### src/rtl/instr_fetch_unit_if.sv
// instr_fetch_unit_if: PC handshake, imem req/gnt/rvalid bus, flush and FIFO head.
// slave = fetch unit side, master = PC stage / memory / decoder side.
interface instr_fetch_unit_if #(
  parameter int ADDR_W = 32,
  parameter int DATA_W = 32
);
  logic [ADDR_W-1:0] pc_in;
  logic              pc_valid;
  logic              pc_ready;
  logic              flush;
  logic              imem_req;
  logic [ADDR_W-1:0] imem_addr;
  logic              imem_gnt;
  logic              imem_rvalid;
  logic [DATA_W-1:0] imem_rdata;
  logic              instr_valid;
  logic [DATA_W-1:0] instr;
  logic [ADDR_W-1:0] instr_pc;
  logic              instr_ready;
`ifdef FETCH_MISALIGN_CHK_EN
  logic              instr_fault;

  modport slave (
    input  pc_in, pc_valid, flush,
    input  imem_gnt, imem_rvalid, imem_rdata,
    input  instr_ready,
    output pc_ready, imem_req, imem_addr,
    output instr_valid, instr, instr_pc,
    output instr_fault
  );

  modport master (
    output pc_in, pc_valid, flush,
    output imem_gnt, imem_rvalid, imem_rdata,
    output instr_ready,
    input  pc_ready, imem_req, imem_addr,
    input  instr_valid, instr, instr_pc,
    input  instr_fault
  );
`else
  modport slave (
    input  pc_in, pc_valid, flush,
    input  imem_gnt, imem_rvalid, imem_rdata,
    input  instr_ready,
    output pc_ready, imem_req, imem_addr,
    output instr_valid, instr, instr_pc
  );

  modport master (
    output pc_in, pc_valid, flush,
    output imem_gnt, imem_rvalid, imem_rdata,
    output instr_ready,
    input  pc_ready, imem_req, imem_addr,
    input  instr_valid, instr, instr_pc
  );
`endif
endinterface

### src/rtl/instr_fetch_unit.sv
// instr_fetch_unit: one-outstanding imem fetch with {pc,instr} output FIFO and flush.
// Ports: clk, rst_n (sync, active-low), bus (slave); FETCH_MISALIGN_CHK_EN adds fault entries.
module instr_fetch_unit #(
  parameter int ADDR_W    = 32,
  parameter int DATA_W    = 32,
  parameter int BUF_DEPTH = 2
) (
  input logic                clk,
  input logic                rst_n,
  instr_fetch_unit_if.slave  bus
);

  localparam int PTR_W = (BUF_DEPTH > 1) ? $clog2(BUF_DEPTH) : 1;
  localparam int CNT_W = PTR_W + 1;

  localparam logic [1:0] IDLE      = 2'd0;
  localparam logic [1:0] WAIT_GNT  = 2'd1;
  localparam logic [1:0] WAIT_DATA = 2'd2;
  localparam logic [1:0] DRAIN     = 2'd3;

`ifdef FETCH_MISALIGN_CHK_EN
  localparam logic [DATA_W-1:0] NOP = DATA_W'(32'h0000_0013);
`endif

  logic [1:0]        state_q, state_d;
  logic              req_q, req_d;
  logic [ADDR_W-1:0] addr_q, addr_d;
  logic [ADDR_W-1:0] pc_q, pc_d;

  logic [PTR_W-1:0]  wr_ptr_q, wr_ptr_d;
  logic [PTR_W-1:0]  rd_ptr_q, rd_ptr_d;
  logic [CNT_W-1:0]  cnt_q, cnt_d;

  logic [DATA_W-1:0] data_q [BUF_DEPTH];
  logic [ADDR_W-1:0] fpc_q  [BUF_DEPTH];
`ifdef FETCH_MISALIGN_CHK_EN
  logic              fault_q [BUF_DEPTH];
`endif

  logic              pc_ready;
  logic              accept;
  logic              push;
  logic              pop;
  logic [ADDR_W-1:0] push_pc;
  logic [DATA_W-1:0] push_data;
  logic              push_fault;

  assign pc_ready = (state_q == IDLE) && !bus.flush
                 && (cnt_q < CNT_W'(BUF_DEPTH));
  assign accept   = bus.pc_valid && pc_ready;
  assign pop      = (cnt_q != '0) && bus.instr_ready;

  always_comb begin
    state_d    = state_q;
    req_d      = req_q;
    addr_d     = addr_q;
    pc_d       = pc_q;
    push       = 1'b0;
    push_pc    = pc_q;
    push_data  = bus.imem_rdata;
    push_fault = 1'b0;
    unique case (state_q)
      IDLE: begin
        if (accept) begin
`ifdef FETCH_MISALIGN_CHK_EN
          if (bus.pc_in[1:0] != 2'b00) begin
            push       = 1'b1;
            push_pc    = bus.pc_in;
            push_data  = NOP;
            push_fault = 1'b1;
          end else begin
`else
          begin
`endif
            req_d   = 1'b1;
            addr_d  = {bus.pc_in[ADDR_W-1:2], 2'b00};
            pc_d    = bus.pc_in;
            state_d = WAIT_GNT;
          end
        end
      end
      WAIT_GNT: begin
        if (bus.flush) begin
          req_d   = 1'b0;
          // a grant in the flush cycle still owes us a beat
          state_d = bus.imem_gnt ? DRAIN : IDLE;
        end else if (bus.imem_gnt) begin
          req_d   = 1'b0;
          state_d = WAIT_DATA;
        end
      end
      WAIT_DATA: begin
        if (bus.imem_rvalid) begin
          push    = !bus.flush;
          state_d = IDLE;
        end else if (bus.flush) begin
          state_d = DRAIN;
        end
      end
      DRAIN: begin
        if (bus.imem_rvalid) begin
          state_d = IDLE;
        end
      end
      default: state_d = IDLE;
    endcase
  end

  always_comb begin
    wr_ptr_d = wr_ptr_q;
    rd_ptr_d = rd_ptr_q;
    cnt_d    = cnt_q;
    if (bus.flush) begin
      wr_ptr_d = '0;
      rd_ptr_d = '0;
      cnt_d    = '0;
    end else begin
      wr_ptr_d = wr_ptr_q + PTR_W'(push);
      rd_ptr_d = rd_ptr_q + PTR_W'(pop);
      cnt_d    = cnt_q + CNT_W'(push) - CNT_W'(pop);
    end
  end

  always_ff @(posedge clk) begin
    if (!rst_n) begin
      state_q  <= IDLE;
      req_q    <= 1'b0;
      addr_q   <= '0;
      pc_q     <= '0;
      wr_ptr_q <= '0;
      rd_ptr_q <= '0;
      cnt_q    <= '0;
    end else begin
      state_q  <= state_d;
      req_q    <= req_d;
      addr_q   <= addr_d;
      pc_q     <= pc_d;
      wr_ptr_q <= wr_ptr_d;
      rd_ptr_q <= rd_ptr_d;
      cnt_q    <= cnt_d;
    end
  end

  always_ff @(posedge clk) begin
    if (!rst_n) begin
      for (int i = 0; i < BUF_DEPTH; i++) begin
        data_q[i]  <= '0;
        fpc_q[i]   <= '0;
`ifdef FETCH_MISALIGN_CHK_EN
        fault_q[i] <= 1'b0;
`endif
      end
    end else if (push && !bus.flush) begin
      data_q[wr_ptr_q]  <= push_data;
      fpc_q[wr_ptr_q]   <= push_pc;
`ifdef FETCH_MISALIGN_CHK_EN
      fault_q[wr_ptr_q] <= push_fault;
`endif
    end
  end

`ifndef FETCH_MISALIGN_CHK_EN
  logic unused_fault;
  assign unused_fault = push_fault;
`endif

  assign bus.pc_ready    = pc_ready;
  assign bus.imem_req    = req_q;
  assign bus.imem_addr   = addr_q;
  assign bus.instr_valid = (cnt_q != '0);
  assign bus.instr       = data_q[rd_ptr_q];
  assign bus.instr_pc    = fpc_q[rd_ptr_q];
`ifdef FETCH_MISALIGN_CHK_EN
  assign bus.instr_fault = fault_q[rd_ptr_q];
`endif

endmodule
### src/flat_wrapper.sv
// flat-port wrapper written by rule: the top's interface ports become plain ports
module instr_fetch_unit_flat 
#(
  parameter int ADDR_W    = 32,
  parameter int DATA_W    = 32,
  parameter int BUF_DEPTH = 2
)
  (clk, rst_n, bus_pc_in, bus_pc_valid, bus_flush, bus_imem_gnt, bus_imem_rvalid, bus_imem_rdata, bus_instr_ready, bus_pc_ready, bus_imem_req, bus_imem_addr, bus_instr_valid, bus_instr, bus_instr_pc);
  instr_fetch_unit_if #(.ADDR_W(ADDR_W), .DATA_W(DATA_W)) bus_i ();
  input logic clk;
  input logic rst_n;
  input wire logic [$bits(bus_i.pc_in)-1:0] bus_pc_in;
  input wire logic [$bits(bus_i.pc_valid)-1:0] bus_pc_valid;
  input wire logic [$bits(bus_i.flush)-1:0] bus_flush;
  input wire logic [$bits(bus_i.imem_gnt)-1:0] bus_imem_gnt;
  input wire logic [$bits(bus_i.imem_rvalid)-1:0] bus_imem_rvalid;
  input wire logic [$bits(bus_i.imem_rdata)-1:0] bus_imem_rdata;
  input wire logic [$bits(bus_i.instr_ready)-1:0] bus_instr_ready;
  output wire logic [$bits(bus_i.pc_ready)-1:0] bus_pc_ready;
  output wire logic [$bits(bus_i.imem_req)-1:0] bus_imem_req;
  output wire logic [$bits(bus_i.imem_addr)-1:0] bus_imem_addr;
  output wire logic [$bits(bus_i.instr_valid)-1:0] bus_instr_valid;
  output wire logic [$bits(bus_i.instr)-1:0] bus_instr;
  output wire logic [$bits(bus_i.instr_pc)-1:0] bus_instr_pc;
  assign bus_i.pc_in = bus_pc_in;
  assign bus_i.pc_valid = bus_pc_valid;
  assign bus_i.flush = bus_flush;
  assign bus_i.imem_gnt = bus_imem_gnt;
  assign bus_i.imem_rvalid = bus_imem_rvalid;
  assign bus_i.imem_rdata = bus_imem_rdata;
  assign bus_i.instr_ready = bus_instr_ready;
  assign bus_pc_ready = bus_i.pc_ready;
  assign bus_imem_req = bus_i.imem_req;
  assign bus_imem_addr = bus_i.imem_addr;
  assign bus_instr_valid = bus_i.instr_valid;
  assign bus_instr = bus_i.instr;
  assign bus_instr_pc = bus_i.instr_pc;
  instr_fetch_unit #(.ADDR_W(ADDR_W), .DATA_W(DATA_W), .BUF_DEPTH(BUF_DEPTH)) u_core (.clk(clk), .rst_n(rst_n), .bus(bus_i));
endmodule
### config.mk
export PLATFORM = sky130hd
export DESIGN_NAME = instr_fetch_unit_flat
export DESIGN_NICKNAME = d
export VERILOG_FILES = /design/src/rtl/instr_fetch_unit_if.sv /design/src/rtl/instr_fetch_unit.sv /design/src/flat_wrapper.sv
export SDC_FILE = /design/constraint.sdc
export NUM_CORES = 1
export LEC_CHECK = 0
export CORE_UTILIZATION = 34
export DETAILED_ROUTE_END_ITERATION = 6
export PLACE_DENSITY = 0.69
export SYNTH_ARGS = -nofsm -noshare
export SYNTH_HDL_FRONTEND = slang
export SYNTH_SLANG_ARGS = --single-unit
### constraint.sdc
create_clock -name clk -period 6.03 [get_ports clk]
set_clock_uncertainty 0.05 [all_clocks]
set_input_delay 0.603 -clock clk [delete_from_list [all_inputs] [get_ports clk]]
set_output_delay 0.603 -clock clk [all_outputs]
set_load 0.01 [all_outputs]
==> results.toml <==
[sta]
finalHoldViolCount = 0
tightest_slew_ns = 1.12
finalMaxSlewViolations = 0
rsz0062_at_grt = "no"
layout_worst_path_cycle_share_pct = 51.6
fin_tns_setup_ns = 0
fmax_mhz = 321
max_slew_margin_pct = 25.3
finalSetupViolCount = 0
fin_crit_ns = 3.11

[logic_synthesis]
synth_top_cell_area_share_pct = 51.7
ys_ff_latch = 167
synth.distinct_cells = 30
synth_area_leaders = "edfxtp_1, and2_1, dfxtp_1, mux2_2, mux2i_1"
synth_area_leader_cell = "edfxtp_1"
ys_seq_area_share_pct = 62.3
synth-async-reset-ratio_pct = 0
yosysMostFrequentCell = "and2_1"
synth_edf_count = 128
syn_avg_cell_area_sq_um = 13.3
yosys-top-cells-count = "and2_1, edfxtp_1, nand2_1, mux2_2, dfxtp_1"
postSynthCellCount = 560
synth-main-ff-cell = "edfxtp_1"
yosysWarningCount = 0
netlist_area_sq_mm = 0.00743

[final_layout]
final_cells = 973
nNetsFinal = 758
antennaDiodeCount = 0
synthToLayoutAreaGrowth_pct = 29.9
layout-drive-gt1-share_pct = 15.5

[critical_path]
reg2reg_from = "u_core.state_q[1]$_SDFFE_PN0P_"
crit_chain = "clkdlybuf4s50_1 > and4bb_4 > and3_2 > buf_4 > nand2b_4"
rr_worst_depth = 4
slowest_delay_ns = 0.84
arrival_ns = 3.11
worstPathRequired_ns = 6.02
critPathSlowestCell = "nand2b_4"
crit_path_start_kind = "input pin"
crit_start = "bus_flush"
path_class = "in2reg"
cp_max_fo = 65
endpoint_kind = "flip-flop"

[grt]
grt_pass1_vias = 4278
grt_start_max_net_pins = 67
grt_pass1_wl_mm = 22.7
grt_antenna_before_repair = 0
grt_use_total_pct = 13.5
gr-total-overflow = 0

[clock_network]
cts_buffers = 17
ctsResizeCount = 0
clock_latency_ns = 0.42
hold_buffers = 0
ctsLongestPathBuffers = 2
cts_setup_buffers = 0
cts_tree = "built"
cts_root_buf = "clkbuf_16"
ctsHtreeMaxLevel = 4
cts_sinks = 167
clk_pin_slew_ns = 0.06

[drt]
drc = 0
vias_per_cell = 4.45
vias = 4327
final_antenna_net_count = 0
routed_wl_mm = 14.6
drtIter0Drc = 184
post_drt_wl_per_cell_um = 15.0
first_pass_iters = 4

[pwr]
p_clk_share_pct = 42.9
swShare_pct = 21.9
p_per_area_mw_per_mm2 = 273
leakage_nw = 3.55
p_comb_share_pct = 7.8
p_seq_share_pct = 49.3
switchingPower_w = 0.000577
ir_worst_vdd_uv = 174
intPower_w = 0.00206

[run]
drv_cap = 0

[floorplan]
core_sq_mm = 0.0212
die_height_um = 150
ioPinCount = 170
die_w_um = 150
start_util_pct = 35.0
dieArea_sq_mm = 0.0224
num_rows = 53

[placed_design]
place.gp.congestion = 0.693
portBuffers = 167
post-dp-hpwl_mm = 9.00
placedCellCount = 941

[status]
status = "finished clean"

[min_path]
worstHoldStart = "u_core.pc_q[0]$_SDFFE_PN0P_"
hold-path-cell-count = 2
hold_path_class = "reg2reg"
==> cells in the final DEF (no fill, tap or decap), types with 5 or more instances in the layout <==
| master | Yosys | final |
|---|---|---|
| dfxtp_1 | 39 | 38 |
| mux2_2 | 64 | 64 |
| and2_1 | 131 | 130 |
| nand2_1 | 65 | 65 |
| edfxtp_1 | 128 | 128 |
| inv_1 | 5 | 5 |
| clkdlybuf4s50_1 | 0 | 166 |
| mux2i_1 | 33 | 33 |
| inv_6 | 0 | 6 |
| clkbuf_16 | 0 | 17 |
| nor2_1 | 6 | 6 |
==> power groups by stage <==
stage	combinational (W)	sequential, W	clock, W
6_report	0.000206	0.00130	0.00113
5_1_grt	0.000223	0.00130	0.00120
4_1_cts	0.000210	0.00130	0.00116
3_5_place_dp	0.000209	0.00132	0
3_3_place_gp	0.000208	0.00132	0
2_1_floorplan	0.000102	0.00132	0
==> cells by family (layout without fill, tap and decap cells) <==
group                    after synthesis  in the layout  synth area share [%]
flip-flops                           167            167                  62.3
AO/OA/AOI/OAI                          6              6                 0.589
adder cells (fa/ha/maj)                2              2                 0.337
XOR/XNOR                               4              4                 0.472
buffers and inverters                 70            207                  6.37
multiplexers                          97             97                  14.1
AND/OR/NAND/NOR                      213            213                  15.8
other                                  1              2                0.0505
==> layer usage <==
metal  share of wire, %  routed length [um]  GRT usage (%)
met4                1.3                 189           4.85
met1                 43                6260           16.3
met5                  0                   0              0
met3                5.6                 814           4.05
met2                 50                7370           22.7
==> cell type report <==
cell class / instances / area, sq um
well taps: 275 / 344
multi-input cells: 324 / 2360
repair buffers: 170 / 1690
flip-flops and latches: 167 / 4630
clock buffers: 17 / 425
inverters: 5 / 18.8
clock inverters: 15 / 185
fillers: 1932 / 11600
==> state kept, by name, summed over array words and instances, names as in the netlist <==
signal and count:
u_core.rd_ptr_q 1, u_core.bus.imem_req 1, u_core.bus.imem_addr 1, u_core.state_q 2, u_core.fpc_q 64, u_core.cnt_q 2
u_core.data_q 64, u_core.wr_ptr_q 1, u_core.pc_q 31
==> stage by stage <==
stage	power [W]	hold slack [ns]	setup slack, ns	instance area, sq um	util [%]
6_report	0.00263	0.413	2.92	9650	45.5
5_1_grt	0.00273	0.434	2.72	9650	45.5
4_1_cts	0.00266	0.414	2.90	9650	45.5
3_5_place_dp	0.00153	0.404	2.43	9040	42.6
3_3_place_gp	0.00153	0.399	2.47	9040	42.6
2_1_floorplan	0.00142	0.389	1.67	7430	-
==> path summary, 6_finish.rpt <==
path                                             to  slack, ns
setup reg to reg  u_core.fpc_q[1][31]$_SDFFCE_PN0P_       3.26
hold reg to reg         u_core.pc_q[0]$_SDFFE_PN0P_       0.41
hold / removal          u_core.pc_q[0]$_SDFFE_PN0P_       0.41
setup / recovery  u_core.fpc_q[1][31]$_SDFFCE_PN0P_       2.92
==> worst max-delay path: cells and delay by family <==
kind	cells	cell delay (ns)
buf+inv	2	1.00
simple gates	3	1.41
Note: power is estimated with default switching activity, not from simulation.
